--- src/rtl/bcd_timekeeper_if.sv ---
// Control and time-display bundle for bcd_timekeeper: tick, adjust and preset
// requests in, registered BCD digits and status pulses out.
interface bcd_timekeeper_if;
  logic        clock_en;
  logic [5:0]  digit;
  logic        up;
  logic        down;
  logic        load;
  logic [23:0] load_time;
  logic        load_pm;
  logic [3:0]  sec0;
  logic [3:0]  sec1;
  logic [3:0]  min0;
  logic [3:0]  min1;
  logic [3:0]  hrs0;
  logic [3:0]  hrs1;
  logic        pm;
  logic        day_tick;
  logic        load_err;

  modport master (
    output clock_en, digit, up, down, load, load_time, load_pm,
    input  sec0, sec1, min0, min1, hrs0, hrs1, pm, day_tick, load_err
  );

  modport slave (
    input  clock_en, digit, up, down, load, load_time, load_pm,
    output sec0, sec1, min0, min1, hrs0, hrs1, pm, day_tick, load_err
  );
endinterface

--- src/rtl/bcd_timekeeper.sv ---
// BCD time-of-day counter with 12/24-hour modes, per-digit adjust and preset load.
// Each cycle at most one of load, adjust or 1 Hz tick acts, in that priority.
module bcd_timekeeper #(
  parameter bit H24     = 1'b1,
  parameter bit LOAD_EN = 1'b1
) (
  input  logic            clk_6mhz,
  input  logic            rst,
  bcd_timekeeper_if.slave tk
);

  logic [3:0] s0_q, s1_q, m0_q, m1_q, h0_q, h1_q;
  logic       pm_q, day_q, err_q;
  logic [3:0] s0_d, s1_d, m0_d, m1_d, h0_d, h1_d;
  logic       pm_d, day_d, err_d;
  logic       load_act, load_ok, adj_vld;
  logic       c_s0, c_s1, c_m0, c_m1;
  logic [4:0] hr;

  function automatic logic [3:0] wrap_step(input logic [3:0] v, input logic [3:0] vmax,
                                           input logic inc);
    if (inc) return (v >= vmax) ? 4'd0 : v + 4'd1;
    return (v == 4'd0 || v > vmax) ? vmax : v - 4'd1;
  endfunction

  function automatic logic [4:0] hr_bin(input logic [3:0] h1, input logic [3:0] h0);
    return 5'(h1) * 5'd10 + 5'(h0);
  endfunction

  function automatic logic [7:0] hr_bcd(input logic [4:0] h);
    return (h >= 5'd10) ? {4'd1, 4'(h - 5'd10)} : {4'd0, h[3:0]};
  endfunction

  function automatic logic [4:0] hr12_step(input logic [4:0] h, input logic inc);
    if (inc) return (h == 5'd12) ? 5'd1 : h + 5'd1;
    return (h == 5'd1) ? 5'd12 : h - 5'd1;
  endfunction

  function automatic logic load_valid(input logic [23:0] t);
    logic bcd_ok, hr_ok;
    bcd_ok = (t[3:0] <= 4'd9) && (t[7:4] <= 4'd5) && (t[11:8] <= 4'd9) &&
             (t[15:12] <= 4'd5) && (t[19:16] <= 4'd9) && (t[23:20] <= 4'd9);
    if (H24)
      hr_ok = (t[23:20] < 4'd2) || (t[23:20] == 4'd2 && t[19:16] <= 4'd3);
    else
      hr_ok = (t[23:20] == 4'd0 && t[19:16] != 4'd0) ||
              (t[23:20] == 4'd1 && t[19:16] <= 4'd2);
    return bcd_ok && hr_ok;
  endfunction

  assign load_act = LOAD_EN && tk.load;
  assign load_ok  = load_valid(tk.load_time);
  assign adj_vld  = (tk.up ^ tk.down) && $onehot(tk.digit);
  assign hr       = hr_bin(h1_q, h0_q);

  // Carry chain resolved combinationally so a tick lands in one edge
  assign c_s0 = (s0_q == 4'd9);
  assign c_s1 = c_s0 && (s1_q == 4'd5);
  assign c_m0 = c_s1 && (m0_q == 4'd9);
  assign c_m1 = c_m0 && (m1_q == 4'd5);

  always_comb begin
    s0_d  = s0_q;
    s1_d  = s1_q;
    m0_d  = m0_q;
    m1_d  = m1_q;
    h0_d  = h0_q;
    h1_d  = h1_q;
    pm_d  = pm_q;
    day_d = 1'b0;
    err_d = 1'b0;
    if (load_act) begin
      if (load_ok) begin
        {h1_d, h0_d, m1_d, m0_d, s1_d, s0_d} = tk.load_time;
        if (!H24) pm_d = tk.load_pm;
      end else begin
        err_d = 1'b1;
      end
    end else if (adj_vld) begin
      if (tk.digit[5])      s0_d = wrap_step(s0_q, 4'd9, tk.up);
      else if (tk.digit[4]) s1_d = wrap_step(s1_q, 4'd5, tk.up);
      else if (tk.digit[3]) m0_d = wrap_step(m0_q, 4'd9, tk.up);
      else if (tk.digit[2]) m1_d = wrap_step(m1_q, 4'd5, tk.up);
      else if (tk.digit[1]) begin
        if (H24) h0_d = wrap_step(h0_q, (h1_q == 4'd2) ? 4'd3 : 4'd9, tk.up);
        else     {h1_d, h0_d} = hr_bcd(hr12_step(hr, tk.up));
      end else begin
        if (H24) begin
          h1_d = wrap_step(h1_q, 4'd2, tk.up);
          // 2x hours only go to 23, so a tens step onto 2 clamps the units
          if (h1_d == 4'd2 && h0_q > 4'd3) h0_d = 4'd3;
        end else begin
          pm_d = ~pm_q;
        end
      end
    end else if (tk.clock_en) begin
      s0_d = c_s0 ? 4'd0 : s0_q + 4'd1;
      if (c_s0) s1_d = c_s1 ? 4'd0 : s1_q + 4'd1;
      if (c_s1) m0_d = c_m0 ? 4'd0 : m0_q + 4'd1;
      if (c_m0) m1_d = c_m1 ? 4'd0 : m1_q + 4'd1;
      if (c_m1) begin
        if (H24) begin
          if (h1_q == 4'd2 && h0_q == 4'd3) begin
            h1_d  = 4'd0;
            h0_d  = 4'd0;
            day_d = 1'b1;
          end else if (h0_q == 4'd9) begin
            h0_d = 4'd0;
            h1_d = h1_q + 4'd1;
          end else begin
            h0_d = h0_q + 4'd1;
          end
        end else if (hr == 5'd12) begin
          {h1_d, h0_d} = 8'h01;
        end else begin
          {h1_d, h0_d} = hr_bcd(hr + 5'd1);
          // 11 -> 12 flips the meridian; pm -> am is midnight
          if (hr == 5'd11) begin
            pm_d  = ~pm_q;
            day_d = pm_q;
          end
        end
      end
    end
  end

  always_ff @(posedge clk_6mhz or posedge rst) begin
    if (rst) begin
      s0_q  <= 4'd0;
      s1_q  <= 4'd0;
      m0_q  <= 4'd0;
      m1_q  <= 4'd0;
      h0_q  <= H24 ? 4'd0 : 4'd2;
      h1_q  <= H24 ? 4'd0 : 4'd1;
      pm_q  <= 1'b0;
      day_q <= 1'b0;
      err_q <= 1'b0;
    end else begin
      s0_q  <= s0_d;
      s1_q  <= s1_d;
      m0_q  <= m0_d;
      m1_q  <= m1_d;
      h0_q  <= h0_d;
      h1_q  <= h1_d;
      pm_q  <= pm_d;
      day_q <= day_d;
      err_q <= err_d;
    end
  end

  assign tk.sec0     = s0_q;
  assign tk.sec1     = s1_q;
  assign tk.min0     = m0_q;
  assign tk.min1     = m1_q;
  assign tk.hrs0     = h0_q;
  assign tk.hrs1     = h1_q;
  assign tk.pm       = pm_q;
  assign tk.day_tick = day_q;
  assign tk.load_err = err_q;

endmodule

--- src/flat_wrapper.sv ---
// flat-port wrapper written by rule: the top's interface ports become plain ports
module bcd_timekeeper_flat 
#(
  parameter bit H24     = 1'b1,
  parameter bit LOAD_EN = 1'b1
)
  (clk_6mhz, rst, tk_clock_en, tk_digit, tk_up, tk_down, tk_load, tk_load_time, tk_load_pm, tk_sec0, tk_sec1, tk_min0, tk_min1, tk_hrs0, tk_hrs1, tk_pm, tk_day_tick, tk_load_err);
  bcd_timekeeper_if tk_i ();
  input  logic clk_6mhz;
  input  logic rst;
  input wire logic [$bits(tk_i.clock_en)-1:0] tk_clock_en;
  input wire logic [$bits(tk_i.digit)-1:0] tk_digit;
  input wire logic [$bits(tk_i.up)-1:0] tk_up;
  input wire logic [$bits(tk_i.down)-1:0] tk_down;
  input wire logic [$bits(tk_i.load)-1:0] tk_load;
  input wire logic [$bits(tk_i.load_time)-1:0] tk_load_time;
  input wire logic [$bits(tk_i.load_pm)-1:0] tk_load_pm;
  output wire logic [$bits(tk_i.sec0)-1:0] tk_sec0;
  output wire logic [$bits(tk_i.sec1)-1:0] tk_sec1;
  output wire logic [$bits(tk_i.min0)-1:0] tk_min0;
  output wire logic [$bits(tk_i.min1)-1:0] tk_min1;
  output wire logic [$bits(tk_i.hrs0)-1:0] tk_hrs0;
  output wire logic [$bits(tk_i.hrs1)-1:0] tk_hrs1;
  output wire logic [$bits(tk_i.pm)-1:0] tk_pm;
  output wire logic [$bits(tk_i.day_tick)-1:0] tk_day_tick;
  output wire logic [$bits(tk_i.load_err)-1:0] tk_load_err;
  assign tk_i.clock_en = tk_clock_en;
  assign tk_i.digit = tk_digit;
  assign tk_i.up = tk_up;
  assign tk_i.down = tk_down;
  assign tk_i.load = tk_load;
  assign tk_i.load_time = tk_load_time;
  assign tk_i.load_pm = tk_load_pm;
  assign tk_sec0 = tk_i.sec0;
  assign tk_sec1 = tk_i.sec1;
  assign tk_min0 = tk_i.min0;
  assign tk_min1 = tk_i.min1;
  assign tk_hrs0 = tk_i.hrs0;
  assign tk_hrs1 = tk_i.hrs1;
  assign tk_pm = tk_i.pm;
  assign tk_day_tick = tk_i.day_tick;
  assign tk_load_err = tk_i.load_err;
  bcd_timekeeper #(.H24(H24), .LOAD_EN(LOAD_EN)) u_core (.clk_6mhz(clk_6mhz), .rst(rst), .tk(tk_i));
endmodule
--- config.mk ---
export PLATFORM = sky130hd
export DESIGN_NAME = bcd_timekeeper_flat
export DESIGN_NICKNAME = d
export VERILOG_FILES = /design/src/rtl/bcd_timekeeper_if.sv /design/src/rtl/bcd_timekeeper.sv /design/src/flat_wrapper.sv
export SDC_FILE = /design/constraint.sdc
export NUM_CORES = 1
export LEC_CHECK = 0
export CAP_MARGIN = 0
export CORE_MARGIN = 2
export CORE_UTILIZATION = 58
export CTS_BUF_LIST = sky130_fd_sc_hd__clkbuf_8
export DETAILED_ROUTE_END_ITERATION = 8
export PLACE_DENSITY = 0.89
export SYNTH_ARGS = -nofsm -noshare
export SYNTH_HDL_FRONTEND = slang
export SYNTH_SLANG_ARGS = --single-unit
--- constraint.sdc ---
create_clock -name clk_6mhz -period 6.1 [get_ports clk_6mhz]
set_clock_uncertainty 0.2 [all_clocks]
set_input_delay 1.22 -clock clk_6mhz [delete_from_list [all_inputs] [get_ports clk_6mhz]]
set_output_delay 1.22 -clock clk_6mhz [all_outputs]
set_load 0.05 [all_outputs]
Word-level counts from Yosys, hierarchy flattened
Index checks and enable logic that the tools add are counted.

Output and inout bits: 27. Bits of input ports: 37. Word-level logic and storage cells: 236. Register bits: 26.

$add $sub $neg: 17. Multiplexer cells: 130. Reduce and logical (&&, ||, !) cells: 38. Bitwise gates (word level): 1. Magnitude comparators: 21. Eq/ne operators: 21.

Operators with widths (count): 4-bit two-way mux (90); 1-bit two-way mux (40); 3-bit != test, second input constant (9); 4-bit by 1-bit adder with 4-bit output, second input constant (6); 4-bit zero test (6); 4-bit by 1-bit subtractor with 4-bit output, second input constant (6); 4-bit by 2-bit == test with 1-bit output, second input constant (4); 4-bit less-or-equal comparator, second input constant (4); 3-bit nonzero test (5); 1-bit logical AND (13); 4-bit == test, second input constant (3); 9-bit AND reduction (1); 4-bit by 3-bit == test with 1-bit output, second input constant (2); 4-bit by 3-bit >= comparator with 1-bit output, second input constant (2); 4-bit >= comparator, second input constant (2); 4-bit by 2-bit greater-than comparator with 1-bit output, second input constant (2); 4-bit by 3-bit greater-than comparator with 1-bit output, second input constant (2); 4-bit greater-than comparator, second input constant (2); 4-bit by 3-bit less-or-equal comparator with 1-bit output, second input constant (2); 8-bit AND reduction (1); 1-bit logical OR (7); 7-bit AND reduction (1); 1-bit by 1-bit adder with 2-bit output (3); 3-bit adder (2); 13 further kinds (13).

Depth between registers and ports, before layout
Gate-level depths: netlist of the first run.

Depth in word-level cells: 26. Mapped depth: 13. Depth with buffers taken out: 11.

Least setup slack after synthesis of the first run
Ideal clock, no wire load.

Path type: input to register. Start point: input tk_digit[0]. End point: register u_core.h0_q[1], in the netlist u_core.tk.hrs0[1]. Stages: 10. Data arrival time: 3608 ps. Required time: 5775 ps. Path slack: 2167 ps. Buffers on the path: 1. Cell sequence: ha_1 -> fa_1 -> ha_1 -> xnor2_1 -> nand3_1 -> buf_6 -> nor3_1 -> o31ai_4 -> o211ai_4 -> mux2_4.

Cells in the longest elaborated chain, start to end: 7.

RTL lines: from (decl) (line flat_wrapper.sv:12) `input wire logic [$bits(tk_i.digit)-1:0] tk_digit;`; 1-bit by 1-bit adder with 2-bit output (implied by the code) * (line bcd_timekeeper.sv:53) `assign adj_vld = (tk.up ^ tk.down) && $onehot(tk.digit);`; 3-bit adder (implied by the code) * (2 in series) (line bcd_timekeeper.sv:53); 3-bit by 1-bit == test with 1-bit output * (line bcd_timekeeper.sv:53); 1-bit logical AND * (line bcd_timekeeper.sv:53); 4-bit != test (no source line) (tied with other cells); 8-bit AND reduction (no source line) or 4-bit two-way mux (tied branches); to (signal assigned) (line bcd_timekeeper.sv:133) `h0_q <= H24 ? 4'd0 : 4'd2;`; to (decl) (line bcd_timekeeper.sv:12) `logic [3:0] s0_q, s1_q, m0_q, m1_q, h0_q, h1_q;`.

Every way passes the cells marked *; elsewhere a longest branch is shown, timed or not. A chain may end at the register's enable or synchronous reset.

Final worst setup path of the first run
Start point: input tk_digit[1]. End point: register u_core.h1_q[2], in the netlist u_core.tk.hrs1[2].

Cells in the longest elaborated chain, start to end: 7.

RTL lines: 1-bit by 1-bit adder with 2-bit output (implied by the code) (line bcd_timekeeper.sv:53); 3-bit adder (implied by the code) (2 in series) (line bcd_timekeeper.sv:53); 3-bit by 1-bit == test with 1-bit output (line bcd_timekeeper.sv:53); 1-bit logical AND (line bcd_timekeeper.sv:53); 3-bit != test (no source line) (tied with other cells); 9-bit AND reduction (no source line) or 4-bit two-way mux (tied branches); to (signal assigned) (line bcd_timekeeper.sv:134) `h1_q <= H24 ? 4'd0 : 4'd1;`; to (decl) (line bcd_timekeeper.sv:12).

Several ways; a longest one is shown, not always the timed one.

==> results.json, run 1 <==
{
  "portBuffers": 61,
  "p_per_area_nw_per_um2": 394,
  "worstMarginPinSlew_ns": 1.12,
  "cp.arrival_ns": 5.01,
  "initial_core_util_pct": 60.7,
  "path_max_fanout": 16,
  "grt_overflow_total": 0,
  "p_leak_nw": 1.54,
  "routed-via-count": 3243,
  "clk_pin_slew_ns": 0.10,
  "ys_warn_count": 0,
  "vias_per_cell": 6.53,
  "wl_per_cell_um": 17.3,
  "clk-insertion-delay-late_ns": 0.28,
  "layout.cells.most_common_list": "clkdlybuf4s50_1 (60), inv_1 (32), ha_1 (26), dfrtp_1 (26), a21oi_1 (25)",
  "gp_congestion": 0.907,
  "cts_buffers": 3,
  "setup_violations": 0,
  "postCtsHoldBufs": 0,
  "setup-tns-final_ns": 0,
  "cap_violations": 0,
  "coreArea_um2": 5140,
  "setup_slack_ns": 1.06,
  "ys_types": 73,
  "drc": 0,
  "worstPathRequired_ns": 6.07,
  "antenna_found_initial": 0,
  "min_period_over_period_pct": 82.6,
  "dp_hpwl_um": 6280,
  "slew_violations": 0,
  "synth_simple_gate_area_share_pct": 21.9,
  "drive_above_1_share_pct": 6.79,
  "drt_wl_total_um": 8600,
  "ios": 64,
  "post_cts_buffers": 0,
  "status": "finished clean",
  "peakVddDrop_mv": 0.275,
  "nNetsFinal": 494,
  "ys_seq_area_share_pct": 20.9,
  "synth-xor-area-share_pct": 3.09,
  "max_slew_margin_pct": 25.3,
  "crit_path_max_incr_delay_ns": 0.57,
  "dieWidth_um": 77.3,
  "synth-compound-area-share_pct": 28.4,
  "fmax_mhz": 198,
  "dieArea_um2": 5980,
  "synthFlopType": "dfrtp_1",
  "grt_pass1_wl_um": 14000,
  "grt_pass1_vias": 2995,
  "drtAntennaViolNets": 0,
  "drt_iter0_drc": 317,
  "synthAdderAreaFrac_pct": 11.7,
  "critPathSlowestCell": "clkdlybuf4s50_1",
  "syn_nets": 446,
  "synth_top_family_by_area": "compound AO/OA/AOI/OAI gates",
  "crit_path_start_kind": "input port",
  "post-route-min-period_ns": 5.04,
  "cts_tree": "yes",
  "finalHoldViolCount": 0,
  "dr.pass1.iters": 5,
  "synth_mux_area_share_pct": 5.34,
  "synthArstFlopShare_pct": 100,
  "mostFrequentLayoutCell": "clkdlybuf4s50_1",
  "crit_type": "in -> reg",
  "syn_inst": 381,
  "cts_root_buffer": "clkbuf_8",
  "hp-class": "reg -> reg",
  "netlist_area_um2": 3120,
  "synth_edf_count": 0,
  "cts_resized": 0,
  "num_antenna_cells": 0,
  "crit_chain": "clkdlybuf4s50_1 -> ha_1 -> fa_1 -> ha_1 -> xnor2_1 -> nand3_1 -> o211ai_1 -> nand3_1 -> a21boi_4 -> mux2_1",
  "grt_max_degree": 57,
  "pre_cts_ws_ns": 0.851,
  "htree_levels": 1,
  "clockBufferDepth": 2,
  "area_growth_pct": 19.6,
  "grt_setup_unrepaired": "false",
  "fp.dieH_um": 77.3,
  "numClockSinks": 26,
  "ys_ff_latch": 26,
  "grt_usage_pct": 28.3,
  "endpoint_kind": "flop",
  "row_count": 26,
  "avgSynthCellArea_um2": 8.18
}
## metrics by stage
stage | util [%] | cells | hold slack [ns] | area (um^2) | total power, mW
2_1_floorplan | - | 381 | 0.588 | 3120 | 1.09
3_3_place_gp | 71.7 | 494 | 0.381 | 3690 | 1.32
3_5_place_dp | 71.7 | 494 | 0.391 | 3690 | 1.35
4_1_cts | 72.5 | 497 | 0.414 | 3730 | 1.46
5_1_grt | 72.5 | 497 | 0.447 | 3730 | 1.57
6_report | 72.5 | 497 | 0.417 | 3730 | 1.47
## power by group
part           internal (mW)  switching, mW  total [mW]
Clock                 0.0446         0.0625       0.107
Combinational          0.403          0.590       0.993
Sequential             0.229          0.140       0.369
## layout make-up
class | count | area, um^2
fillers | 414 | 1410
well taps | 70 | 87.6
repair buffers | 63 | 621
inverters | 34 | 128
clock buffers | 3 | 41.3
flip-flops and latches | 26 | 651
multi-input cells | 301 | 2200
## layer usage
layer | share of wire (%) | global-route usage, %
met1 | 43 | 38.2
met2 | 47 | 46.3
met3 | 7.9 | 4.24
met4 | 1.8 | 9.64
met5 | 0 | 0
## path summary, 6_finish.rpt
| check | start | endpoint | slack [ns] | cells after the start |
|---|---|---|---|---|
| setup / recovery | tk_digit[1] | u_core.tk.hrs1[2] | 1.06 | 10 |
| hold / removal | u_core.tk.sec1[1] | u_core.tk.sec1[1] | 0.42 | 2 |
| setup reg to reg | u_core.tk.hrs1[0] | u_core.tk.hrs0[3] | 3.12 | 11 |
| hold reg to reg | u_core.tk.sec1[1] | u_core.tk.sec1[1] | 0.42 | 2 |
| max in group asynchronous | rst | u_core.tk.day_tick | 3.71 | 2 |
| min in group asynchronous | rst | u_core.tk.min0[3] | 1.31 | 2 |
## registers in the layout, indices dropped and copies added (netlist names)
register	cells
u_core.tk.hrs0	4
u_core.tk.sec1	4
u_core.tk.min1	4
u_core.tk.hrs1	4
u_core.tk.sec0	4
u_core.tk.min0	4
u_core.tk.load_err	1
u_core.tk.day_tick	1
## Yosys cell counts, types with 2 or more instances
cell,instances,area share (%)
nand3_1,17,2.7
and3b_1,4,1.1
a22oi_1,3,0.72
a311oi_1,2,0.56
and3_1,4,0.80
o311ai_2,3,1.6
nor3b_1,4,0.96
nor4_1,8,1.6
o31ai_1,6,1.4
xor2_1,2,0.56
mux2_4,2,0.96
mux2_2,2,0.72
nand2b_1,7,1.4
clkbuf_8,3,1.3
mux2_1,3,1.1
inv_1,32,3.9
buf_6,3,1.1
mux2i_1,8,2.6
clkbuf_1,9,1.1
o21ai_0,18,2.9
o22ai_1,8,1.6
nand2_1,22,2.6
nor2b_1,4,0.80
o21ai_2,2,0.56
a2bb2oi_1,2,0.56
ha_1,26,10
buf_4,2,0.48
xnor2_1,9,2.5
dfrtp_1,26,21
buf_2,3,0.48
a211oi_1,7,1.7
a21o_1,4,0.96
a2111oi_0,3,0.84
a31oi_1,3,0.60
nand4_1,4,0.80
nor2_1,17,2.0
fa_1,2,1.3
nor4b_1,3,0.84
a21oi_1,25,4.0
a221oi_1,9,2.5
nor3_1,16,2.6
o21ai_1,13,2.1
## kinds of logic (layout without fill, tap and decap cells)
group | count (synthesis) | count (layout)
other cells | 1 | 1
compound gates | 124 | 124
flops | 26 | 26
xor+xnor | 11 | 11
fa+ha+maj | 28 | 28
mux | 15 | 15
simple gates | 122 | 122
buf+inv | 54 | 100
## worst max-delay path: cells and delay by family
family,cells,cell delay (ns)
XOR/XNOR,1,0.34
AO/OA/AOI/OAI,2,0.74
AND/OR/NAND/NOR,2,0.76
multiplexers,1,0.35
buffers and inverters,1,0.57
adder cells (fa/ha/maj),3,1.04
(Power assumes the default switching activity.)
==> run 2: changes to the inputs <==
--- a/config.mk
+++ b/config.mk
@@ -7,10 +7,10 @@
 export LEC_CHECK = 0
 export CAP_MARGIN = 0
 export CORE_MARGIN = 2
-export CORE_UTILIZATION = 58
+export CORE_UTILIZATION = 54
 export CTS_BUF_LIST = sky130_fd_sc_hd__clkbuf_8
 export DETAILED_ROUTE_END_ITERATION = 8
-export PLACE_DENSITY = 0.89
+export PLACE_DENSITY = 0.84
 export SYNTH_ARGS = -nofsm -noshare
 export SYNTH_HDL_FRONTEND = slang
 export SYNTH_SLANG_ARGS = --single-unit
==> constraint.sdc (replaced) <==
create_clock -name clk_6mhz -period 4.85 [get_ports clk_6mhz]
set_clock_uncertainty 0.2 [all_clocks]
set_input_delay 0.97 -clock clk_6mhz [delete_from_list [all_inputs] [get_ports clk_6mhz]]
set_output_delay 0.97 -clock clk_6mhz [all_outputs]
set_load 0.05 [all_outputs]
==> run 2 against run 1 <==
Sequential share of layout area down 0.32 points; critical endpoint is now u_core.tk.sec1[3]; critical path depth unchanged; via count down 0.49%; worst hold slack better by 0.0042 ns; highest routed layer unchanged; first-iteration DRC count down 6.3%; worst setup slack worse by 0.60 ns; non-clock buffer count up 7.
==> results.json, run 2 (synthesis gave the netlist of run 1 again) <==
{
  "crit_path_max_incr_delay_ns": 0.63,
  "whs_path_depth": 2,
  "cp.arrival_ns": 4.33,
  "cts_tree": "yes",
  "post-route-min-period_ns": 4.39,
  "clk_pin_slew_ns": 0.10,
  "clockBufferDepth": 2,
  "gp_congestion": 0.923,
  "ios": 64,
  "dr.pass1.iters": 5,
  "layout.cells.most_common_list": "clkdlybuf4s50_1 (60), inv_1 (32), ha_1 (26), dfrtp_1 (26), a21oi_1 (25)",
  "setup-tns-final_ns": 0,
  "cts_buffers": 3,
  "coreArea_um2": 5540,
  "dp_hpwl_um": 6310,
  "finalInstanceArea_um2": 3800,
  "grt_setup_unrepaired": "false",
  "drtAntennaViolNets": 0,
  "wl_per_cell_um": 16.7,
  "vias_per_cell": 6.36,
  "initial_core_util_pct": 56.3,
  "status": "finished clean",
  "min_period_over_period_pct": 90.5,
  "multi_input_area_um2": 2200,
  "dieWidth_um": 80.0,
  "switching_share_pct": 53.2,
  "p_seq_share_pct": 24.9,
  "grt_pass1_wl_um": 13800,
  "slew_violations": 0,
  "fp.dieH_um": 80.0,
  "drive_above_1_share_pct": 8.51,
  "hp-class": "reg -> reg",
  "min_from": "u_core.tk.sec1[1]",
  "p_sw_mw": 0.994,
  "clk-insertion-delay-late_ns": 0.28,
  "postCtsHoldBufs": 0,
  "cts_root_buffer": "clkbuf_8",
  "crit_type": "in -> reg",
  "grt_overflow_total": 0,
  "p_per_area_nw_per_um2": 492,
  "final.fill_count": 471,
  "cts_resized": 0,
  "max_slew_margin_pct": 28.3,
  "area_growth_pct": 21.8,
  "dpl_cell_area_um2": 3740,
  "drt_wl_total_um": 8460,
  "power_mw": 1.87,
  "drt_iter0_drc": 297,
  "worst-r2r-cell-count": 11,
  "path_max_fanout": 14,
  "crit_chain": "clkdlybuf4s50_1 -> ha_1 -> fa_1 -> ha_1 -> xnor2_1 -> nand3_1 -> buf_4 -> and2_1 -> o311ai_2 -> o22ai_1",
  "numClockSinks": 26,
  "htree_levels": 1,
  "clkPwrFrac_pct": 8.1,
  "rr_endpoint": "u_core.tk.hrs0[2]",
  "min_to": "u_core.tk.sec1[1]",
  "combPwrFrac_pct": 67.1,
  "r2r-start": "u_core.tk.hrs1[0]",
  "worstPathRequired_ns": 4.80,
  "peakVddDrop_mv": 0.308,
  "cap_violations": 0,
  "grt_max_degree": 35,
  "drc": 0,
  "portBuffers": 61,
  "antenna_found_initial": 0,
  "dieArea_um2": 6400,
  "grt_usage_pct": 26.9,
  "finalHoldViolCount": 0,
  "row_count": 27,
  "r2r_slack_ns": 1.86,
  "worstMarginPinSlew_ns": 1.07,
  "crit_path_frequent_cell": "ha_1",
  "critPathSlowestCell": "clkdlybuf4s50_1",
  "endpoint_kind": "flop",
  "post_cts_buffers": 0,
  "seq_area_um2": 651,
  "routed-via-count": 3227,
  "critical-path-top-delay-family": "buffers and inverters",
  "grt_pass1_vias": 2946,
  "setup_violations": 0,
  "nNetsFinal": 501,
  "num_antenna_cells": 0,
  "crit_buf_inv": 2,
  "mostFrequentLayoutCell": "clkdlybuf4s50_1",
  "p_leak_nw": 1.58,
  "internal-power_mw": 0.874,
  "fmax_mhz": 228,
  "crit_path_start_kind": "input port"
}
run 2: changes by cell type in the layout (fill, tap and decap cells not counted), sizes merged:
cell	before	now
buf	3	10
clkbuf	3	4
run 2: per-stage QoR:
| stage | instances | utilization, % | hold slack, ns | setup WS (ns) |
|---|---|---|---|---|
| 5_1_grt | 507 | 68.5 | 0.453 | 0.275 |
| 3_3_place_gp | 503 | 67.5 | 0.372 | 0.360 |
| 6_report | 507 | 68.5 | 0.421 | 0.462 |
| 3_5_place_dp | 503 | 67.5 | 0.397 | 0.265 |
| 4_1_cts | 507 | 68.5 | 0.417 | 0.532 |
| 2_1_floorplan | 381 | - | 0.588 | 1.17 |
run 2: worst max path at each step:
stage / from / slack [ns] / endpoint / cells past startpoint
2_1_floorplan: tk_digit[0] / 1.17 / u_core.tk.hrs0[1] / 10
3_3_place_gp: tk_digit[5] / 0.36 / u_core.tk.sec1[3] / 10
3_5_place_dp: tk_digit[5] / 0.26 / u_core.tk.sec1[3] / 10
4_1_cts: tk_digit[5] / 0.53 / u_core.tk.sec1[3] / 10
5_1_grt: tk_digit[5] / 0.27 / u_core.tk.sec1[0] / 11
6_report: tk_digit[5] / 0.46 / u_core.tk.sec1[3] / 10
run 2: worst min-delay path, stage by stage (launching register included):
cell	delay, ns
dfrtp_1	0.45
nand2_1	0.08
o21ai_1	0.06
run 2: power by group through the flow:
| stage | Sequential, mW | Combinational, mW | Clock [mW] |
|---|---|---|---|
| 2_1_floorplan | 0.653 | 0.720 | 0 |
| 3_3_place_gp | 0.459 | 1.20 | 0 |
| 3_5_place_dp | 0.465 | 1.24 | 0 |
| 4_1_cts | 0.461 | 1.25 | 0.154 |
| 5_1_grt | 0.484 | 1.35 | 0.163 |
| 6_report | 0.464 | 1.25 | 0.150 |
run 2: layout make-up:
type	instances	share of cell area (%)
Tap cell	72	2.37
Inverter	34	3.36
Clock buffer	4	1.45
Sequential cell	26	17.1
Multi-Input combinational cell	301	58.0
Timing Repair Buffer	70	17.7
run 2: metal layers:
layer  vias up  part of all wire, %  GRT usage, %
met2       154                   47          45.4
met5         -                    0             0
met4         0                  1.0          4.92
met3        12                  7.8          3.73
li1       1544                    -             -
met1      1517                   44          36.8
==> run 3: changes to the inputs <==
--- a/config.mk
+++ b/config.mk
@@ -5,7 +5,6 @@
 export SDC_FILE = /design/constraint.sdc
 export NUM_CORES = 1
 export LEC_CHECK = 0
-export CAP_MARGIN = 0
 export CORE_MARGIN = 2
 export CORE_UTILIZATION = 54
 export CTS_BUF_LIST = sky130_fd_sc_hd__clkbuf_8
==> results of run 3 <==
Final layout, timing and power as in run 2 (identical DEF).
